### src/rtl/int_arbiter.sv
// rtl/int_arbiter.sv - interrupt arbiter sequencing one source at a time to the CPU
module int_arbiter #(
  parameter int NSRC = 16,
  parameter int VW   = 4
) (
  input  logic            Clk,
  input  logic            ResetN,
  input  logic [1:0]      Addr,
  output logic [15:0]     DataRd,
  input  logic [15:0]     DataWr,
  input  logic            En,
  input  logic            Rd,
  input  logic            Wr,
  input  logic [NSRC-1:0] IntReq,
  output logic [NSRC-1:0] IntReset,
  output logic            Int
);

  typedef enum logic [1:0] {
    IDLE    = 2'd0,
    PEND    = 2'd1,
    SERVICE = 2'd2,
    CLEAR   = 2'd3
  } state_t;

  state_t        state, state_nxt;
  logic [VW-1:0] vec, ptr, start, win, hi_win, lo_win;
  logic          hi_valid, lo_valid, win_valid;
  logic          enable, rr;
  logic          vec_rd, eoi_wr, ctrl_wr;
  logic          unused_bits;

  assign vec_rd      = En & Rd & (Addr == 2'd0);
  assign eoi_wr      = En & Wr & (Addr == 2'd1);
  assign ctrl_wr     = En & Wr & (Addr == 2'd3);
  assign unused_bits = ^DataWr[15:2];

  // Descending scan leaves the lowest set index overall (lo) and the lowest at or above start (hi).
  always_comb begin
    start    = rr ? ptr : '0;
    hi_win   = '0;
    lo_win   = '0;
    hi_valid = 1'b0;
    lo_valid = 1'b0;
    for (int i = NSRC - 1; i >= 0; i--) begin
      if (IntReq[i]) begin
        lo_win   = VW'(i);
        lo_valid = 1'b1;
        if (VW'(i) >= start) begin
          hi_win   = VW'(i);
          hi_valid = 1'b1;
        end
      end
    end
    win       = hi_valid ? hi_win : lo_win;
    win_valid = lo_valid;
  end

  always_ff @(posedge Clk or negedge ResetN) begin
    if (!ResetN) state <= IDLE;
    else         state <= state_nxt;
  end

  always_comb begin
    state_nxt = state;
    case (state)
      IDLE:    if (enable && win_valid) state_nxt = PEND;
      PEND: begin
        if (vec_rd)                         state_nxt = SERVICE;
        else if (!IntReq[vec] || !enable)   state_nxt = IDLE;
      end
      SERVICE: if (eoi_wr) state_nxt = CLEAR;
      CLEAR:   state_nxt = IDLE;
      default: state_nxt = IDLE;
    endcase
  end

  always_ff @(posedge Clk or negedge ResetN) begin
    if (!ResetN) begin
      vec    <= '0;
      ptr    <= '0;
      enable <= 1'b0;
      rr     <= 1'b0;
    end else begin
      if (state == IDLE && state_nxt == PEND) vec <= win;
      if (state == SERVICE && eoi_wr)
        ptr <= (vec == VW'(NSRC - 1)) ? '0 : vec + VW'(1);
      if (ctrl_wr) begin
        enable <= DataWr[0];
        rr     <= DataWr[1];
      end
    end
  end

  // Outputs decode the state register only, so IntReq never reaches Int combinationally.
  assign Int = (state == PEND);

  always_comb begin
    IntReset = '0;
    if (state == CLEAR) IntReset[vec] = 1'b1;
  end

  always_comb begin
    DataRd = '0;
    case (Addr)
      2'd0: begin
        if (state == PEND || state == SERVICE) begin
          DataRd[15]     = 1'b1;
          DataRd[VW-1:0] = vec;
        end
      end
      2'd2: begin
        DataRd[11:10]  = state;
        DataRd[VW-1:0] = ptr;
      end
      2'd3:    DataRd[1:0] = {rr, enable};
      default: DataRd = '0;
    endcase
  end

endmodule

### config.mk
export PLATFORM = sky130hd
export DESIGN_NAME = int_arbiter
export DESIGN_NICKNAME = d
export VERILOG_FILES = /design/src/rtl/int_arbiter.sv
export SDC_FILE = /design/constraint.sdc
export NUM_CORES = 1
export LEC_CHECK = 0
export ABC_AREA = 1
export CAP_MARGIN = 20
export CORE_MARGIN = 4
export CORE_UTILIZATION = 55
export CTS_BUF_LIST = sky130_fd_sc_hd__clkbuf_2
export DETAILED_ROUTE_END_ITERATION = 8
export DONT_BUFFER_PORTS = 1
export GPL_TIMING_DRIVEN = 1
export PLACE_DENSITY = 0.7
export SLEW_MARGIN = 5
export SYNTH_ARGS = -nofsm -noshare
export SYNTH_HDL_FRONTEND = slang
export SYNTH_SLANG_ARGS = --single-unit
### constraint.sdc
create_clock -name Clk -period 4.45 [get_ports Clk]
set_input_delay 0.445 -clock Clk [delete_from_list [all_inputs] [get_ports Clk]]
set_output_delay 0.445 -clock Clk [all_outputs]
set_load 0.1 [all_outputs]
# After elaboration in Yosys (flattened, before gate mapping)
# Cells that the tools add are included.
# op_classes
muxes,115
bitwise,5
n_eq_ne,8
magnitude_cmp,18
n_reduce_logical,10
n_addsub,1
# ops
cell,count
2-to-1 mux 4 bit,52
2-to-1 mux 1 bit,52
"greater-or-equal comparator 4 bit, first input constant",8
"greater-or-equal comparator 3 x 4 -> 1 bit, first input constant",4
2-to-1 mux 16 bit,1
2-to-1 mux 2 bit,5
"== test 2 bit, second input constant",4
"greater-or-equal comparator 1 x 4 -> 1 bit, first input constant",2
"greater-or-equal comparator 2 x 4 -> 1 bit, first input constant",2
one-hot mux 2 bit (4 select lines),1
"== test 2 x 1 -> 1 bit, second input constant",3
one-hot mux 2 bit (3 select lines),1
bitwise AND 1 bit,5
"< comparator 4 x 5 -> 1 bit, second input constant",1
"adder 4 x 1 -> 4 bit, second input constant",1
binary-select mux 1 bit (select 4 bit),1
demux 1 bit (select 4 bit),1
"== test 4 bit, second input constant",1
"greater-or-equal comparator 4 x 1 -> 1 bit, second input constant",1
logical AND 1 bit,4
logical NOT 2 bit,2
one-hot mux 2 bit (2 select lines),1
logical NOT 1 bit,2
logical OR 1 bit,2
# totals
output_inout_bits,33
reg_bits,12
wordCells,162

# Longest topological paths before layout
# Gate-level depths: netlist of run 1.
# depth
word_depth,35
depth_mapped,20
mapped_depth_nobuf,20

# Worst setup path after synthesis of run 1
# OpenSTA, ideal clock, no wires.
# synth_timing
path_type,flip-flop to output port
startpoint,register vec[0]
endpoint,output port IntReset[10]
stages_incl_launch_ff,7
setup_slack_ns,1.703
t_arrival_ns,2.302
path_cell_list,dfrtp_1 buf_4 inv_1 buf_2 ha_1 nand2_1 nor2_1
# synth_via
elab_chain_cells,5
word_cells_on_any_way,6
cone_classes,order compare: 2; mux: 3; reduce/logical: 1
# synth_rtl
item,line_no,rtl
start: declaration,27,"logic [VW-1:0] vec, ptr, start, win, hi_win, lo_win;"
start signal: assignment,85,if (state == IDLE && state_nxt == PEND) vec <= win;
< comparator 4 x 5 -> 1 bit (implied by the code) / greater-or-equal comparator 4 x 1 -> 1 bit (equally long branches),100,if (state == CLEAR) IntReset[vec] = 1'b1;
logical AND 1 bit (implied by the code),100,
2-to-1 mux 1 bit (implied by the code),100,
demux 1 bit (select 4 bit) (*),100,
2-to-1 mux 16 bit (*),100,
end: declaration,15,"output logic [NSRC-1:0] IntReset,"
# Every way passes the cells marked *; elsewhere a longest branch is shown, timed or not.

# Worst setup path in the final report of run 1
# layout_timing
startpoint,register state[1]
endpoint,output port DataRd[1]
# layout_via
elab_chain_cells,4
word_cells_on_any_way,5
cone_classes,eq/ne: 2; mux: 2; reduce/logical: 1
# layout_rtl
item,line_no,rtl
start: declaration,26,"state_t state, state_nxt;"
start signal: assignment,61,else state <= state_nxt;
== test 2 x 1 -> 1 bit / == test 2 bit (equally long branches),107,if (state == PEND || state == SERVICE) begin
logical OR 1 bit (*),107,
2-to-1 mux 4 bit (*),107,
one-hot mux 2 bit (3 select lines) (*),105,case (Addr)
end: declaration,9,"output logic [15:0] DataRd,"
# Marks and branches as above.

==> metrics.md, run 1 <==
| Metric | Value |
|---|---|
| Cell count after synthesis | `280` |
| DR WL/cell | `13.2 um` |
| Final WS setup | `1500 ps` |
| Number of library cell types mapped by synthesis | `30` |
| Sw Pwr | `0.566 mW` |
| Leading cell type by number of instances after synthesis | `nand2_1` |
| Initial Util | `57.7%` |
| Synth Cell Area | `0.00160 mm2` |
| Detailed Routing Iterations Pass 1 | `4` |
| Fillers | `295` |
| Fin cells | `312` |
| Die Wd | `62.0 um` |
| Register area share after synthesis | `18.7%` |
| Initial antenna violation count | `0` |
| VDD IR max | `0.430 mV` |
| WP data arrival | `2500 ps` |
| Core box area | `0.00278 mm2` |
| Via count | `1685` |
| Port bufs | `0` |
| Final hold violation count | `0` |
| Final WL | `4120 um` |
| Antenna-violating nets left | `0` |
| Outcome | `finished clean` |
| Maximum clock path buffer count | `2` |
| Post-synthesis register bit count | `12` |
| GRT Resource Usage Total | `22.8%` |
| Most common flop cell mapped by yosys | `dfrtp_1` |
| Period minus WS final | `2950 ps` |
| Critical setup path kind | `reg2out` |
| Die area | `0.00384 mm2` |
| Vias per inst | `5.40` |
| Yosys warns | `0` |
| Family with the most delay on the worst path | `buffers and inverters` |
| Post-route cell area | `0.00169 mm2` |
| Ant. Diodes | `0` |
| Final Skew | `4.39 ps` |
| Sw Ratio | `63.7%` |
| Static leakage | `0.873 nW` |
| Slew Limit Fails | `0` |
| Critical Path, Cell by Cell | `inv_1 > ha_1 > nand2_1 > inv_1 > nand2_1 > o221ai_2` |
| Post-synth ARST share | `100%` |
| Most frequent cells after synthesis | `75 x nand2_1, 46 x inv_1, 29 x nor2_1` |
| Setup TNS | `0 ps` |
| Startpoint type of the worst setup path | `flip-flop` |
| IO Pins | `72` |
| Fin nets | `329` |
| FMAX | `339 MHz` |
| Vert. Die Dim | `62.0 um` |
| Worst Hold Slack | `292 ps` |
| Area of placed instances | `0.00166 mm2` |
| Area growth, synth to finish | `5.46%` |
| Number of clock sinks | `12` |
| Initial DRC count | `101` |
| Layout cells sized above 1 | `13.2%` |
| Pwr dens | `525 mW/mm2` |
| Logic pwr share | `69.9%` |
| Critical Path RT | `4010 ps` |
| Crit-path max FO | `5` |
| Worst min-delay path class | `in2reg` |
| Tcrit/Tclk final | `66.2%` |
| Root Buffer | `clkbuf_2` |
| Critical Path Max Stage Delay | `670 ps` |
| Clock power frac | `6.2%` |
| Buf/Inv on CP | `2` |
| Top cell type's share of synthesized area | `18.7%` |
| Syn avg cell area | `5.73 um2` |
| Design Power | `0.888 mW` |
| First-pass GRT wire length | `6580 um` |
| Num CTS Buffers | `3` |
| DRC | `0` |
| Vias in the first global route | `1476` |
| Max Cap Viol | `0` |
| Pin count of the biggest net entering global routing | `14` |
| Final setup fails | `0` |
| Leading area contributor after synthesis | `dfrtp_1` |
| Skew-Pair Late Insertion Delay | `260 ps` |
| GRT overflow | `0` |
| TritonCTS clock tree | `yes` |
| Number of synthesized flops with an enable pin | `0` |
| Worst-path clk slew | `110 ps` |
| Worst Max-Slew Pin Slew | `1220 ps` |
| Post-CTS setup buffer count | `0` |
| Reg power frac | `23.9%` |
| Slowest cell on crit path | `inv_1` |
| Cell Rows | `19` |
| Critical Path End Type | `primary output` |
| Unrepaired setup endpoints after global routing | `false` |
| GPL Wtd Cong | `0.903` |
| Dpl hpwl | `3500 um` |
| Place WS | `1820 ps` |
| Area contributors post-synth | `dfrtp_1 19%, nand2_1 18%, inv_1 11%, o21ai_0 8.1%, nor2_1 6.8%` |
| Core Util, Final | `60.8%` |
| Cell count after placement | `307` |
| Post-CTS Resized | `0` |
| Int Power | `0.322 mW` |
| Slew Limit Headroom | `20.6%` |
| Htree depth | `1` |
[layout make-up]
class                           count  area [um2]  share of cell area [%]
Sequential cell                    12         300                    17.8
Inverter                           48         180                    10.7
Multi-Input combinational cell    215        1140                    67.2
Clock inverter                      1        3.75                   0.222
Clock buffer                        3        15.0                   0.888
Tap cell                           31        38.8                    2.29
Timing Repair Buffer                2        17.5                    1.04
[kinds of logic (layout without fill, tap and decap cells)]
| logic type | Yosys count | count (layout) | synth area share, % |
|---|---|---|---|
| other | 1 | 9 | 0.234 |
| AND/OR/NAND/NOR | 136 | 136 | 36.1 |
| XOR/XNOR | 2 | 2 | 1.09 |
| adder cells (fa/ha/maj) | 8 | 8 | 6.24 |
| flip-flops | 12 | 12 | 18.7 |
| buffers and inverters | 61 | 54 | 16.7 |
| AO/OA/AOI/OAI | 60 | 60 | 20.9 |
[sequential cells by signal (all words and copies together), names as in the netlist]
signal / flops
enable: 1
ptr: 4
rr: 1
state: 2
vec: 4
[placed cells by master (no fill, tap or decap)]
| master | instances |
|---|---|
| nand2_1 | 75 |
| inv_1 | 46 |
| o21ai_0 | 26 |
| nor2_2 | 18 |
| a21oi_1 | 17 |
| dfrtp_1 | 12 |
| nor2_1 | 11 |
| nand3_1 | 11 |
| conb_1 | 9 |
| ha_1 | 8 |
| nor3_1 | 7 |
| a31oi_1 | 4 |
| nand2_2 | 4 |
| nor4_1 | 3 |
| o211ai_1 | 3 |
| clkbuf_2 | 3 |
| o22ai_2 | 2 |
| nand3b_1 | 2 |
| o221ai_2 | 2 |
| a21oi_2 | 2 |
| inv_2 | 2 |
| o21ai_1 | 2 |
| nand4_1 | 2 |
| xor2_1 | 2 |
| or2_2 | 1 |
| nor2_4 | 1 |
| nor3_2 | 1 |
| o31ai_1 | 1 |
| a22oi_1 | 1 |
| clkinv_1 | 1 |
| dlygate4sd3_1 | 1 |
| buf_4 | 1 |
[timing repair]
action	in CTS	in global routing
hold buffers	1	0
hold endpoints to repair	12	0
endpoints found under the setup margin	0	0
[final timing paths]
path	from	endpoint	slack, ps	cells past startpoint
min in group asynchronous	ResetN	vec[2]	590	1
max in group asynchronous	ResetN	ptr[2]	3490	1
worst max-delay path	state[1]	DataRd[1]	1500	6
worst min register to register	enable	enable	650	2
worst max register to register	vec[0]	state[1]	2290	8
worst min-delay path	DataWr[1]	rr	290	2
[per-layer routing]
metal | global-route usage [%] | up-vias | share of wire, %
met5 | 0 | - | 0
met3 | 6.20 | 2 | 11
li1 | - | 890 | -
met1 | 32.3 | 732 | 47
met4 | 4.55 | 0 | 0.46
met2 | 34.8 | 61 | 42
[power by group through the flow]
stage          logic [mW]  clock network (mW)  registers (mW)
3_3_place_gp        0.612                   0           0.212
3_5_place_dp        0.613                   0           0.213
4_1_cts             0.620              0.0566           0.211
6_report            0.621              0.0549           0.212
2_1_floorplan       0.542                   0           0.175
5_1_grt             0.693              0.0647           0.221
Note: power is estimated with default switching activity, not from simulation.
==> inputs of run 2 (changes only) <==
--- a/config.mk
+++ b/config.mk
@@ -13,7 +13,7 @@
 export DETAILED_ROUTE_END_ITERATION = 8
 export DONT_BUFFER_PORTS = 1
 export GPL_TIMING_DRIVEN = 1
-export PLACE_DENSITY = 0.7
+export PLACE_DENSITY = 0.73
 export SLEW_MARGIN = 5
 export SYNTH_ARGS = -nofsm -noshare
 export SYNTH_HDL_FRONTEND = slang
==> constraint.sdc (replaced) <==
create_clock -name Clk -period 2.65 [get_ports Clk]
set_input_delay 0.265 -clock Clk [delete_from_list [all_inputs] [get_ports Clk]]
set_output_delay 0.265 -clock Clk [all_outputs]
set_load 0.1 [all_outputs]
==> run 2 against run 1 <==
Utilization rose by 7.5 points. Global-route usage is 0.92 points higher. Routed wire length grew 6.3%. Count of clock-buffer cells in the layout is the same. Critical path type unchanged.
==> metrics.md, run 2 (same netlist as run 1, synthesis figures left out) <==
| Metric | Value |
|---|---|
| WP data arrival | `1800 ps (was 2500 ps)` |
| Static leakage | `1.01 nW (was 0.873 nW)` |
| FMAX | `484 MHz` |
| Initial DRC count | `100 (was 101)` |
| Biggest regs | `ptr (4), vec (4), state (2) (unchanged)` |
| Crit-path max FO | `8 (was 5)` |
| GPL Wtd Cong | `0.926 (was 0.903)` |
| Port bufs | `0 (unchanged)` |
| Hold Buf Count CTS | `1 (unchanged)` |
| Dpl hpwl | `3660 um (was 3500 um)` |
| Worst Setup EP | `IntReset[4] (was DataRd[1])` |
| Initial Util | `57.7% (unchanged)` |
| Worst min-delay path class | `in2reg (unchanged)` |
| Most frequent cells in the layout | `75 x nand2_1, 46 x inv_1, 26 x o21ai_0 (unchanged)` |
| Max Cap Viol | `0 (unchanged)` |
| Flop-to-flop setup slack | `650 ps (was 2290 ps)` |
| Die area | `0.00384 mm2 (unchanged)` |
| Setup TNS | `0 ps (unchanged)` |
| Critical path startpoint | `vec[1] (was state[1])` |
| Slew Limit Fails | `0 (unchanged)` |
| Cell count after placement | `332 (was 307)` |
| Vias per inst | `5.45 (was 5.40)` |
| Post-CTS setup buffer count | `0 (unchanged)` |
| Startpoint type of the worst setup path | `flip-flop (unchanged)` |
| Number of clock sinks | `12 (unchanged)` |
| Root Buffer | `clkbuf_2 (unchanged)` |
| Critical Path End Type | `primary output (unchanged)` |
| First-pass GRT wire length | `6870 um (was 6580 um)` |
| Layout cells sized above 1 | `20.3% (was 13.2%)` |
| Vias in the first global route | `1605 (was 1476)` |
| RR Endpoint | `vec[0] (was state[1])` |
| GRT overflow | `0 (unchanged)` |
| Num CTS Buffers | `3 (unchanged)` |
| Die Wd | `62.0 um (unchanged)` |
| Period minus WS final | `2060 ps` |
| Critical Path RT | `2380 ps (was 4010 ps)` |
| Detailed Routing Iterations Pass 1 | `4 (unchanged)` |
| TritonCTS clock tree | `yes (unchanged)` |
| Antenna-violating nets left | `0 (unchanged)` |
| Outcome | `finished clean (unchanged)` |
| Final Skew | `2.10 ps (was 4.39 ps)` |
| DRC | `0 (unchanged)` |
| Skew-Pair Late Insertion Delay | `260 ps (about the same)` |
| Fin nets | `354 (was 329)` |
| Post-CTS Resized | `0 (unchanged)` |
| Final setup fails | `0 (unchanged)` |
| Initial antenna violation count | `0 (unchanged)` |
| Via count | `1832 (was 1685)` |
| Fin cells | `336 (was 312)` |
| Unrepaired setup endpoints after global routing | `false (unchanged)` |
| Vert. Die Dim | `62.0 um (unchanged)` |
| Area growth, synth to finish | `18.5% (was 5.46%)` |
| Final hold violation count | `0 (unchanged)` |
| Final WL | `4380 um (was 4120 um)` |
| Ant. Diodes | `0 (unchanged)` |
| Maximum clock path buffer count | `2 (unchanged)` |
| Pwr dens | `808 mW/mm2 (was 525 mW/mm2)` |
| Htree depth | `1 (unchanged)` |
| R2R Path Start | `rr (was vec[0])` |
| Critical setup path kind | `reg2out (unchanged)` |
| Pin count of the biggest net entering global routing | `14 (unchanged)` |
| Worst Max-Slew Pin Slew | `566 ps (was 1220 ps)` |
| GRT Resource Usage Total | `23.7% (was 22.8%)` |
| Tcrit/Tclk final | `77.9%` |
| Core box area | `0.00278 mm2 (unchanged)` |
| Core Util, Final | `68.3% (was 60.8%)` |
| Leading cell type in the layout, fill and taps excluded | `nand2_1 (unchanged)` |
| WHS Path Cells | `2 (unchanged)` |
| Cell Rows | `19 (unchanged)` |
| R2R depth | `10 (was 8)` |
| Slew Limit Headroom | `62.2% (was 20.6%)` |
| DR WL/cell | `13.0 um (was 13.2 um)` |
| VDD IR max | `0.798 mV (was 0.430 mV)` |
| IO Pins | `72 (unchanged)` |
| Worst-path clk slew | `100 ps (was 110 ps)` |
## run 2: cell types whose count changed in the layout (fill, tap and decap cells not counted), sizes merged
cell    change
clkinv      -1
buf        +25
## run 2: worst min path at each step
stage / start / endpoint / slack, ps
finish: DataWr[1] / rr / 130
global route: DataWr[0] / enable / 130
CTS: DataWr[1] / rr / 120
detailed placement: ResetN / state[0] / -30
global placement: ResetN / state[0] / -30
floorplan: ResetN / enable / -30
## run 2: stage by stage
step	area, um2	total power [mW]	setup slack (ps)	hold slack [ps]
floorplan	1630	1.20	83.1	-30.6
global placement	1880	1.42	745	-30.3
detailed placement	1880	1.43	726	-30.4
CTS	1900	1.53	580	123
global route	1900	1.67	438	128
finish	1900	1.54	585	128
## run 2: critical path: stages, from the launching register on
cell	delay, ps
dfrtp_1	490
inv_1	260
ha_1	210
nand2_1	140
nor2_2	140
buf_4	290
## run 2: final cells by class
class | count | area (um2)
well taps | 31 | 38.8
flip-flops and latches | 12 | 300
clock buffers | 3 | 15.0
fillers | 272 | 881
inverters | 48 | 180
multi-input cells | 215 | 1140
repair buffers | 27 | 230
## run 2: power by group
part           leakage (nW)  internal [mW]  total [mW]  switching [mW]
sequential            0.136          0.245       0.334          0.0894
combinational         0.865          0.318        1.11           0.797
clock                0.0125         0.0309      0.0868          0.0560
total                  1.01          0.594        1.54           0.943
## run 2: layer usage
layer,vias to the layer above,GRT usage (%),part of all wire [%]
li1,935,-,-
met1,815,32.4,42
met2,78,40.2,47
met3,4,5.17,11
met4,0,1.21,0.23
met5,-,0,0
==> inputs of run 3 (changes only) <==
==> constraint.sdc (replaced) <==
create_clock -name Clk -period 1.67 [get_ports Clk]
set_input_delay 0.167 -clock Clk [delete_from_list [all_inputs] [get_ports Clk]]
set_output_delay 0.167 -clock Clk [all_outputs]
set_load 0.1 [all_outputs]
==> run 3 against run 2 <==
The flow now stops in clock tree synthesis. Synthesized cell count stayed put. Synthesized area stayed put.
==> metrics.md, run 3 <==
| Metric | Value |
|---|---|
| Outcome | `stopped before the end (was finished clean)` |
| Last flow stage reached | `clock tree synthesis` |
| Err | `[ERROR DPL-0038] Utilization greater than 100%, impossible to legalize` |
| Number of library cell types mapped by synthesis | `30 (unchanged)` |
| Most frequent cells after synthesis | `75 x nand2_1, 46 x inv_1, 29 x nor2_1 (unchanged)` |
| Cell Rows | `19 (unchanged)` |
| Synth Cell Area | `0.00160 mm2 (unchanged)` |
| Post-synth ARST share | `100% (unchanged)` |
| Cell count after synthesis | `280 (unchanged)` |
| Most common flop cell mapped by yosys | `dfrtp_1 (unchanged)` |
| Num CTS Buffers | `3 (unchanged)` |
| Yosys warns | `0 (unchanged)` |
| Port bufs | `0 (unchanged)` |
| GPL Wtd Cong | `0.997 (was 0.926)` |
| Leading cell type by number of instances after synthesis | `nand2_1 (unchanged)` |
| Register area share after synthesis | `18.7% (unchanged)` |
| Dpl hpwl | `4790 um (was 3660 um)` |
| Number of synthesized flops with an enable pin | `0 (unchanged)` |
| Htree depth | `1 (unchanged)` |
| Area contributors post-synth | `dfrtp_1 19%, nand2_1 18%, inv_1 11%, o21ai_0 8.1%, nor2_1 6.8% (unchanged)` |
| Top cell type's share of synthesized area | `18.7% (unchanged)` |
| Root Buffer | `clkbuf_2 (unchanged)` |
| Post-CTS setup buffer count | `20 (was 0)` |
| Post-CTS Resized | `61 (was 0)` |
| Cell count after placement | `357 (was 332)` |
| Number of clock sinks | `12 (unchanged)` |
| Initial Util | `57.7% (unchanged)` |
| IO Pins | `72 (unchanged)` |
| Leading area contributor after synthesis | `dfrtp_1 (unchanged)` |
| Vert. Die Dim | `62.0 um (unchanged)` |
| Post-synthesis register bit count | `12 (unchanged)` |
| Area of placed instances | `0.00243 mm2 (was 0.00188 mm2)` |
| Maximum clock path buffer count | `2 (unchanged)` |
| Hold Buf Count CTS | `2 (was 1)` |
| Die Wd | `62.0 um (unchanged)` |
| Syn avg cell area | `5.73 um2 (unchanged)` |
==> run 3: cell counts after synthesis <==
No cell type changed its count.
==> run 3: cells by family after synthesis <==
family	after synthesis	synth area share (%)
and+or+nand+nor	136	36.1
buffers and inverters	61	16.7
AOI/OAI and AO/OA	60	20.9
DFF	12	18.7
adders and majority gates	8	6.24
xor gates and xnor gates	2	1.09
other	1	0.234
==> run 3: stage by stage <==
step           worst slack, ps  util, %
2_1_floorplan             -283        -
3_5_place_dp              -314     87.3
3_3_place_gp              -126     87.3
==> inputs of run 4 (changes only) <==
--- a/config.mk
+++ b/config.mk
@@ -8,12 +8,11 @@
 export ABC_AREA = 1
 export CAP_MARGIN = 20
 export CORE_MARGIN = 4
-export CORE_UTILIZATION = 55
-export CTS_BUF_LIST = sky130_fd_sc_hd__clkbuf_2
+export CORE_UTILIZATION = 40
 export DETAILED_ROUTE_END_ITERATION = 8
 export DONT_BUFFER_PORTS = 1
 export GPL_TIMING_DRIVEN = 1
-export PLACE_DENSITY = 0.73
+export PLACE_DENSITY_LB_ADDON = 0.15
 export SLEW_MARGIN = 5
 export SYNTH_ARGS = -nofsm -noshare
 export SYNTH_HDL_FRONTEND = slang
==> constraint.sdc (replaced) <==
create_clock -name Clk -period 2.2 [get_ports Clk]
set_input_delay 0.22 -clock Clk [delete_from_list [all_inputs] [get_ports Clk]]
set_output_delay 0.22 -clock Clk [all_outputs]
set_load 0.1 [all_outputs]
==> run 4 against run 3 <==
The run now ends clean.
==> metrics.md, run 4 (same netlist as run 1, synthesis figures left out) <==
| Metric | Value |
|---|---|
| Most frequent cells in the layout | `75 x nand2_1, 46 x inv_1, 26 x o21ai_0` |
| Static leakage | `1.06 nW` |
| Pin count of the biggest net entering global routing | `13` |
| Worst Max-Slew Pin Slew | `589 ps` |
| Critical path's most frequent cell | `nand2_1` |
| Initial Util | `42.5% (was 57.7%)` |
| GPL Wtd Cong | `0.915 (was 0.997)` |
| Fillers | `388` |
| Num CTS Buffers | `3 (unchanged)` |
| FMAX | `502 MHz` |
| Area of placed instances | `0.00200 mm2 (was 0.00243 mm2)` |
| Max Cap Viol | `0` |
| Hold Path End | `rr` |
| Slowest cell on crit path | `o21ai_0` |
| R2R Path Start | `ptr[1]` |
| VDD IR max | `0.636 mV` |
| Final WL | `4950 um` |
| Ant. Diodes | `0` |
| Skew-Pair Late Insertion Delay | `250 ps` |
| Design Power | `2.06 mW` |
| Critical Path, Cell by Cell | `o21ai_0 > o21ai_1 > nand2_1 > nand2_1 > nand2_1 > nand2_1 > nand2_1 > nand2_1 > nand2_1 > nand2_1 > nand2_1 > nand2_1 > nand2_1 > nand2_1 > nand2_1 > a21oi_2` |
| Via count | `1823` |
| GRT overflow | `0` |
| Outcome | `finished clean (was stopped before the end)` |
| Antenna-violating nets left | `0` |
| Crit-path max FO | `3` |
| Critical setup path kind | `reg2reg` |
| Area growth, synth to finish | `28.8%` |
| Critical Path Max Stage Delay | `440 ps` |
| DR WL/cell | `13.9 um` |
| Layout cells sized above 1 | `21.4%` |
| Critical Path RT | `2330 ps` |
| WP data arrival | `2130 ps` |
| Flop-to-flop setup slack | `210 ps` |
| Slew Limit Headroom | `60.6%` |
| Min-delay src | `DataWr[1]` |
| Worst min-delay path class | `in2reg` |
| Die Wd | `71.3 um (was 62.0 um)` |
| Die area | `0.00509 mm2` |
| Biggest regs | `ptr (4), vec (4), state (2)` |
| M1 GR Usage | `27.1%` |
| Worst-path clk slew | `60 ps` |
| Fin nets | `356` |
| Htree depth | `1 (unchanged)` |
| DRC | `0` |
| Core box area | `0.00377 mm2` |
| First-pass GRT wire length | `8270 um` |
| Unrepaired setup endpoints after global routing | `false` |
| Leading cell type in the layout, fill and taps excluded | `nand2_1` |
| Detailed Routing Iterations Pass 1 | `4` |
| Post-CTS setup buffer count | `0 (was 20)` |
| R2R depth | `16` |
| Final hold violation count | `0` |
| Port bufs | `0 (unchanged)` |
| GRT Resource Usage Total | `19.9%` |
| WHS Path Cells | `2` |
| Vert. Die Dim | `71.3 um (was 62.0 um)` |
| Initial antenna violation count | `0` |
| Cell Rows | `22 (was 19)` |
| GR Util met2 | `32.1%` |
| Initial DRC count | `135` |
| Final Skew | `7.75 ps` |
| Met3 usage | `4.77%` |
| Startpoint type of the worst setup path | `flip-flop` |
| Vias per inst | `5.12` |
| Tcrit/Tclk final | `90.6%` |
| Pwr dens | `996 mW/mm2` |
| GRT busiest layer | `met2` |
| Critical Path End Type | `flip-flop` |
| Dpl hpwl | `4050 um (was 4790 um)` |
| Post-route cell area | `0.00207 mm2` |
| Period minus WS final | `1990 ps` |
| Vias in the first global route | `1823` |
| Final setup fails | `0` |
| Slew Limit Fails | `0` |
| TritonCTS clock tree | `yes` |
| Number of clock sinks | `12 (unchanged)` |
| RR Endpoint | `vec[0]` |
| Root Buffer | `clkbuf_8 (was clkbuf_2)` |
| Maximum clock path buffer count | `2 (unchanged)` |
| IO Pins | `72 (unchanged)` |
==> run 4: per-layer routing <==
metal	up-vias	share of wire, %	routed length (um)
met1	821	43	2120
li1	936	-	-
met3	2	9.9	491
met5	-	0	0
met2	64	47	2330
met4	0	0.28	14
==> run 4: where the power goes <==
group / leakage (nW) / internal (mW) / switching (mW)
registers: 0.135 / 0.297 / 0.0856
logic: 0.893 / 0.406 / 1.02
clock network: 0.0288 / 0.158 / 0.0891
==> run 4: worst max-delay path by stage <==
stage	startpoint	to	cells after the start
finish	ptr[1]	vec[0]	16
global route	ptr[1]	vec[1]	11
CTS	vec[0]	IntReset[12]	6
detailed placement	rr	vec[0]	10
global placement	ptr[1]	vec[0]	16
floorplan	vec[0]	IntReset[10]	6
==> run 4: area by class of cell <==
| type | count | area (um2) | share of cell area, % |
|---|---|---|---|
| multi-input cells | 215 | 1140 | 55.0 |
| repair buffers | 29 | 333 | 16.1 |
| flip-flops and latches | 12 | 302 | 14.6 |
| inverters | 48 | 180 | 8.72 |
| well taps | 48 | 60.1 | 2.91 |
| clock buffers | 4 | 55.1 | 2.67 |
==> run 4: worst max-delay path: cells and delay by family, from the launching register on <==
| kind | cells | cell delay, ps |
|---|---|---|
| AO/OA/AOI/OAI | 3 | 690 |
| flip-flops | 1 | 400 |
| AND/OR/NAND/NOR | 13 | 790 |
==> run 4: what timing repair did <==
item / in CTS / in global routing
endpoints found under the hold margin: 12 / 0
resized for setup: 0 / 1
hold buffers: 1 / 0
setup endpoints to repair: 0 / 1
==> run 4: through the flow <==
stage	std cells	utilization, %	setup TNS (ps)	setup slack, ps	hold WS (ps)
3_3_place_gp	351	53.0	0	302	-75.1
2_1_floorplan	288	-	-2930	-322	-75.6
3_5_place_dp	351	53.0	0	270	-75.1
5_1_grt	356	54.8	0	47.7	126
4_1_cts	356	54.7	0	240	100
6_report	356	54.8	0	207	98.6
